==> src/rtl/reg_file_cmd_ctrl.sv <==
// reg_file_cmd_ctrl: parses AA/BB command frames from the RX byte stream into register-file writes and reads,
//   returning read data to the TX FIFO. Write: data byte -> o_rf_wr_en 1 clk. Read: address byte -> o_tx_wr_en 3 clk.
//   Backpressure: read data is held in TX_PUSH while i_tx_full; RX bytes during a read are dropped (o_err_ovr).
// Optional feature: define CMD_TIMEOUT_EN to abort partial frames after TIMEOUT_CYC idle clocks (o_err_to);
//   when undefined, partial frames wait forever and o_err_to is tied low.
// Ports: i_Ref_clk/i_rst (async active-low) clock and reset; i_rx_data/i_rx_valid RX byte strobe;
//   i_rf_rd_data/i_rf_rd_valid register-file read return; i_tx_full TX FIFO full;
//   o_rf_addr/o_rf_wr_en/o_rf_rd_en/o_rf_wr_data register-file access; o_tx_data/o_tx_wr_en TX FIFO push;
//   o_busy frame in progress; o_err_cmd/o_err_ovr/o_err_to single-cycle error pulses.
module reg_file_cmd_ctrl #(
  parameter int unsigned           WIDTH_REG   = 8,
  parameter int unsigned           ADDR        = 4,
  parameter logic [WIDTH_REG-1:0]  CMD_WR      = 8'hAA,
  parameter logic [WIDTH_REG-1:0]  CMD_RD      = 8'hBB,
  parameter int unsigned           TIMEOUT_CYC = 1024
) (
  input  logic                 i_Ref_clk,
  input  logic                 i_rst,
  input  logic [WIDTH_REG-1:0] i_rx_data,
  input  logic                 i_rx_valid,
  input  logic [WIDTH_REG-1:0] i_rf_rd_data,
  input  logic                 i_rf_rd_valid,
  input  logic                 i_tx_full,
  output logic [ADDR-1:0]      o_rf_addr,
  output logic                 o_rf_wr_en,
  output logic                 o_rf_rd_en,
  output logic [WIDTH_REG-1:0] o_rf_wr_data,
  output logic [WIDTH_REG-1:0] o_tx_data,
  output logic                 o_tx_wr_en,
  output logic                 o_busy,
  output logic                 o_err_cmd,
  output logic                 o_err_ovr,
  output logic                 o_err_to
);

  // Elaboration-time parameter sanity: the address range check slices above ADDR,
  // and the timeout counter needs at least two states.
  if (ADDR >= WIDTH_REG || TIMEOUT_CYC < 2) begin : g_param_check
    $error("reg_file_cmd_ctrl: need ADDR < WIDTH_REG and TIMEOUT_CYC >= 2");
  end

  typedef enum logic [2:0] {
    S_IDLE,
    S_WR_ADDR,
    S_WR_DATA,
    S_RD_ADDR,
    S_RD_WAIT,
    S_TX_PUSH
  } state_t;

  state_t state;

  // Address byte is legal only when every bit above the register-file address is zero.
  logic addr_ok;
  assign addr_ok = (i_rx_data[WIDTH_REG-1:ADDR] == '0);

`ifdef CMD_TIMEOUT_EN
  localparam int unsigned TO_W = (TIMEOUT_CYC > 2) ? $clog2(TIMEOUT_CYC) : 1;
  localparam logic [TO_W-1:0] TO_MAX = TO_W'(TIMEOUT_CYC - 1);

  logic [TO_W-1:0] to_cnt;
  logic            in_frame;
  assign in_frame = (state == S_WR_ADDR) || (state == S_WR_DATA) || (state == S_RD_ADDR);
`else
  assign o_err_to = 1'b0;
`endif

  always_ff @(posedge i_Ref_clk or negedge i_rst) begin
    if (!i_rst) begin
      state        <= S_IDLE;
      o_busy       <= 1'b0;
      o_rf_addr    <= '0;
      o_rf_wr_en   <= 1'b0;
      o_rf_rd_en   <= 1'b0;
      o_rf_wr_data <= '0;
      o_tx_data    <= '0;
      o_tx_wr_en   <= 1'b0;
      o_err_cmd    <= 1'b0;
      o_err_ovr    <= 1'b0;
`ifdef CMD_TIMEOUT_EN
      o_err_to     <= 1'b0;
      to_cnt       <= '0;
`endif
    end else begin
      // Strobes and error pulses default low so each lasts exactly one clock.
      o_rf_wr_en <= 1'b0;
      o_rf_rd_en <= 1'b0;
      o_tx_wr_en <= 1'b0;
      o_err_cmd  <= 1'b0;
      o_err_ovr  <= 1'b0;
`ifdef CMD_TIMEOUT_EN
      o_err_to   <= 1'b0;
`endif

      unique case (state)
        S_IDLE: begin
          if (i_rx_valid) begin
            if (i_rx_data == CMD_WR) begin
              state  <= S_WR_ADDR;
              o_busy <= 1'b1;
            end else if (i_rx_data == CMD_RD) begin
              state  <= S_RD_ADDR;
              o_busy <= 1'b1;
            end else begin
              o_err_cmd <= 1'b1;
            end
          end
        end

        S_WR_ADDR: begin
          if (i_rx_valid) begin
            if (addr_ok) begin
              o_rf_addr <= i_rx_data[ADDR-1:0];
              state     <= S_WR_DATA;
            end else begin
              o_err_cmd <= 1'b1;
              state     <= S_IDLE;
              o_busy    <= 1'b0;
            end
          end
        end

        S_WR_DATA: begin
          // Address was latched a frame byte earlier, so it is already stable under the strobe.
          if (i_rx_valid) begin
            o_rf_wr_data <= i_rx_data;
            o_rf_wr_en   <= 1'b1;
            state        <= S_IDLE;
            o_busy       <= 1'b0;
          end
        end

        S_RD_ADDR: begin
          if (i_rx_valid) begin
            if (addr_ok) begin
              o_rf_addr  <= i_rx_data[ADDR-1:0];
              o_rf_rd_en <= 1'b1;
              state      <= S_RD_WAIT;
            end else begin
              o_err_cmd <= 1'b1;
              state     <= S_IDLE;
              o_busy    <= 1'b0;
            end
          end
        end

        S_RD_WAIT: begin
          if (i_rx_valid) o_err_ovr <= 1'b1;
          // Push is issued together with the capture when TX has room, which gives the 3-clock read latency.
          if (i_rf_rd_valid) begin
            o_tx_data  <= i_rf_rd_data;
            o_tx_wr_en <= !i_tx_full;
            state      <= S_TX_PUSH;
          end
        end

        S_TX_PUSH: begin
          if (i_rx_valid) o_err_ovr <= 1'b1;
          // A high o_tx_wr_en means the push is on the bus this cycle: the frame is done.
          if (o_tx_wr_en) begin
            state  <= S_IDLE;
            o_busy <= 1'b0;
          end else if (!i_tx_full) begin
            o_tx_wr_en <= 1'b1;
          end
        end

        default: begin
          state  <= S_IDLE;
          o_busy <= 1'b0;
        end
      endcase

`ifdef CMD_TIMEOUT_EN
      // Placed after the case so an expiry overrides it; the case never changes state
      // in a frame-collecting state without an RX byte, so the two never compete.
      if (in_frame && !i_rx_valid) begin
        if (to_cnt == TO_MAX) begin
          o_err_to  <= 1'b1;
          state     <= S_IDLE;
          o_busy    <= 1'b0;
          o_rf_addr <= '0;
          to_cnt    <= '0;
        end else begin
          to_cnt <= to_cnt + TO_W'(1);
        end
      end else begin
        to_cnt <= '0;
      end
`endif
    end
  end

endmodule

==> config.mk <==
export PLATFORM = sky130hd
export DESIGN_NAME = reg_file_cmd_ctrl
export DESIGN_NICKNAME = d
export VERILOG_FILES = /design/src/rtl/reg_file_cmd_ctrl.sv
export SDC_FILE = /design/constraint.sdc
export NUM_CORES = 1
export LEC_CHECK = 0
export ABC_CLOCK_PERIOD_IN_PS = 1690
export CORE_UTILIZATION = 43
export DETAILED_ROUTE_END_ITERATION = 10
export HOLD_SLACK_MARGIN = 0.06
export PLACE_DENSITY = 0.78
export SETUP_SLACK_MARGIN = 0.02
export SKIP_LAST_GASP = 1
export SLEW_MARGIN = 20
export SYNTH_ARGS = -nofsm -noshare
export SYNTH_HDL_FRONTEND = slang
export SYNTH_SLANG_ARGS = --single-unit
==> constraint.sdc <==
create_clock -name i_Ref_clk -period 1.69 [get_ports i_Ref_clk]
set_input_delay 0.338 -clock i_Ref_clk [delete_from_list [all_inputs] [get_ports i_Ref_clk]]
set_output_delay 0.338 -clock i_Ref_clk [all_outputs]
set_load 0.01 [all_outputs]
==> run metrics <==
Ports=48; DR WL/cell=14.5 µm; Remaining DRCs=7; area delta synth->final=52.7%; skew final=0.0103 ns; cell leakage power=between 0.0009 and 0.001 µW; Worst-path clk slew=0.10 ns; YS warnings=0; CP startpoint=i_rx_data[2]; Clock power frac=0.170; number of synthesized flops with an enable pin=0; GRT Util Overall=0.198; r2r startpoint=state[0]; Hold WS=around 0.39 ns; dpl hpwl=2220 µm; vias=1020; post-synth top area share=0.559; most common cell in the netlist=dfrtp_1; final setup fails=0; TritonCTS clock tree=built; Pint=1960 µW; hold crit path type=primary input to asynchronous set/reset pin; synthesized area=around 1300 µm²; antenna violations before repair=0; clk sink count=29; power per cell area=1420 nW/µm²; Switching Share=0.301; met3 Use GR=0.0794; sequential fraction of design power=0.383; post-layout min period=1.64 ns; Synthesized Nets=120; Worst Path Arrival=1.85 ns; switching pwr=~840 µW; worst skew pair latency=0.33 ns; Via density=5.13; H-tree depth=2; Synth area leaders=dfrtp_1 (56%), mux2_2 (14%), mux2_4 (4.6%); kind of critical path=primary input to flip-flop; final wirelength=2890 µm; Num CTS Buffers=5; maximum number of pins on one net before global-route repair=30; GR peak layer=met2; Starting Density=0.463; Startpoint Class=primary input; Diodes inserted=0; Setup crit end=state[1]; fraction of layout cells with a size suffix above 1=0.327; grt met1 use=0.232; Max Slew Vio Count=0; core area=around 2800 µm²; Max Root-Sink Buffers=2; Total Die Area=3240 µm²; met2 Usage GRT=0.314; status=finished, violations left; Mean Syn Cell Area=13.1 µm²; power share of the combinational group=0.447; Die Width=56.9 µm; IO Port Bufs=46; asr flop ratio synth=1.00; most area-hungry cell type in the Yosys netlist=dfrtp_1; flop2flop setup slack=0.07 ns; hold buffers post-CTS=0; worst vdd ir=872 µV; Gate Count Post-Synth=a little under 100; worst r2r dst=o_rf_addr[2]; root buf cell=clkbuf_4; Final Wtd Congestion=0.938; register bit total from synthesis=29; R2R depth=4; CP Capture Type=flip-flop; Detailed Routing Iterations Pass 1=7; Seq/Total Area, Yosys=0.559; final net count=188; GR Overflow Total=0; RSZ-0062 raised after global routing=false; first-pass GRT wire length=4730 µm; Hold Vio Cnt, Final=0; Fmax=608 MHz; failing checks=DRC; row count=19; Final ANT Viol Nets=0; max cap viols=0; synth cell count leaders=dfrtp_1 (29), mux2_2 (16), nor2_1 (8), mux2_4 (4), nand2b_1 (4); Total Power=2810 µW; worst path required time=1.90 ns; most common flop cell mapped by yosys=dfrtp_1; Yosys cell types=35; fin crit share=0.973; die height=56.9 µm; initial drt markers=20; vias in the first global route=just over 1k; CP max FO=2
[sequential cells by signal, indices dropped and copies added (netlist names)]
| signal | cells |
|---|---|
| o_tx_wr_en | 1 |
| o_tx_data | 8 |
| o_err_ovr | 1 |
| o_rf_rd_en | 1 |
| o_err_cmd | 1 |
| o_rf_wr_data | 8 |
| o_busy | 1 |
| state | 3 |
| o_rf_wr_en | 1 |
| o_rf_addr | 4 |
[metrics by stage]
stage | TNS (ns) | instances | setup slack (ns) | cell area [µm²] | utilization
floorplan | 0 | 99 | 0.0749 | 1300 | -
global placement | -2.88 | 190 | -0.348 | 1910 | 0.680
detailed placement | -3.01 | 190 | -0.358 | 1910 | 0.680
CTS | 0 | 198 | 0.0356 | 1970 | 0.703
global route | 0 | 199 | 0.0215 | 1980 | 0.706
finish | 0 | 199 | 0.0453 | 1980 | 0.706
[power by group through the flow]
stage | sequential (µW) | combinational, µW | clock, µW
6_report | 1070 | 1250 | 478
3_3_place_gp | 1080 | 1230 | 0
2_1_floorplan | 1200 | 461 | 0
4_1_cts | 1080 | 1260 | 497
3_5_place_dp | 1090 | 1260 | 0
5_1_grt | 1110 | 1350 | 525
[worst max-delay path, cell delays in order]
cell	delay, ns
clkdlybuf4s50_1	0.42
nand2b_1	0.19
or4_2	0.62
a21oi_1	0.18
o22ai_1	0.10
[layer usage]
metal | wire, µm | up-vias | part of all wire
met3 | 216 | 11 | 0.075
met2 | 1390 | 43 | 0.48
met5 | 0 | - | 0
met1 | 1190 | 483 | 0.41
li1 | - | 483 | -
met4 | 97 | 0 | 0.034
[logic make-up after synthesis]
family | after synthesis | share of synthesized area
buffers and inverters | 7 | 0.0309
XOR/XNOR | 1 | 0.00675
flip-flops | 29 | 0.559
AND/OR/NAND/NOR | 27 | 0.134
other | 1 | 0.00289
AO/OA/AOI/OAI | 13 | 0.0733
multiplexers | 21 | 0.193
[area by class of cell]
class / count / area (µm²)
sequential: 29 / 726
inverter: 2 / 7.51
fill: 221 / 825
timing repair buffer: 66 / 607
tap: 31 / 38.8
clock buffer: 7 / 65.1
clock inverter: 1 / 5.00
multi-input combinational: 63 / 532
[worst min-delay path by stage]
stage,slack [ns],end,depth (start not counted),start
floorplan,0.04,o_busy,0,i_rst
global placement,0.49,o_rf_wr_data[1],1,o_rf_wr_data[1]
detailed placement,0.49,o_rf_wr_data[1],1,o_rf_wr_data[1]
CTS,0.39,o_rf_addr[0],2,i_rst
global route,0.41,o_rf_addr[0],2,i_rst
finish,0.39,o_rf_addr[0],2,i_rst
[what timing repair did]
action / 4_1_cts / 5_1_grt
pin swaps: 3 / 0
buffers inserted: 0 / 1
resized for setup: 3 / 0
endpoints found under the setup margin: 4 / 1
[placed cells by master (no fill, tap or decap), types with 3 or more instances in the layout]
| cell | count |
|---|---|
| nor3_1 | 3 |
| mux2_2 | 16 |
| clkbuf_4 | 5 |
| nand2b_1 | 4 |
| clkdlybuf4s50_1 | 43 |
| nor2_1 | 8 |
| dfrtp_1 | 29 |
| buf_4 | 20 |
| dlygate4sd2_1 | 3 |
| mux2_4 | 4 |
No activity file was read; power rests on OpenSTA's default activity.
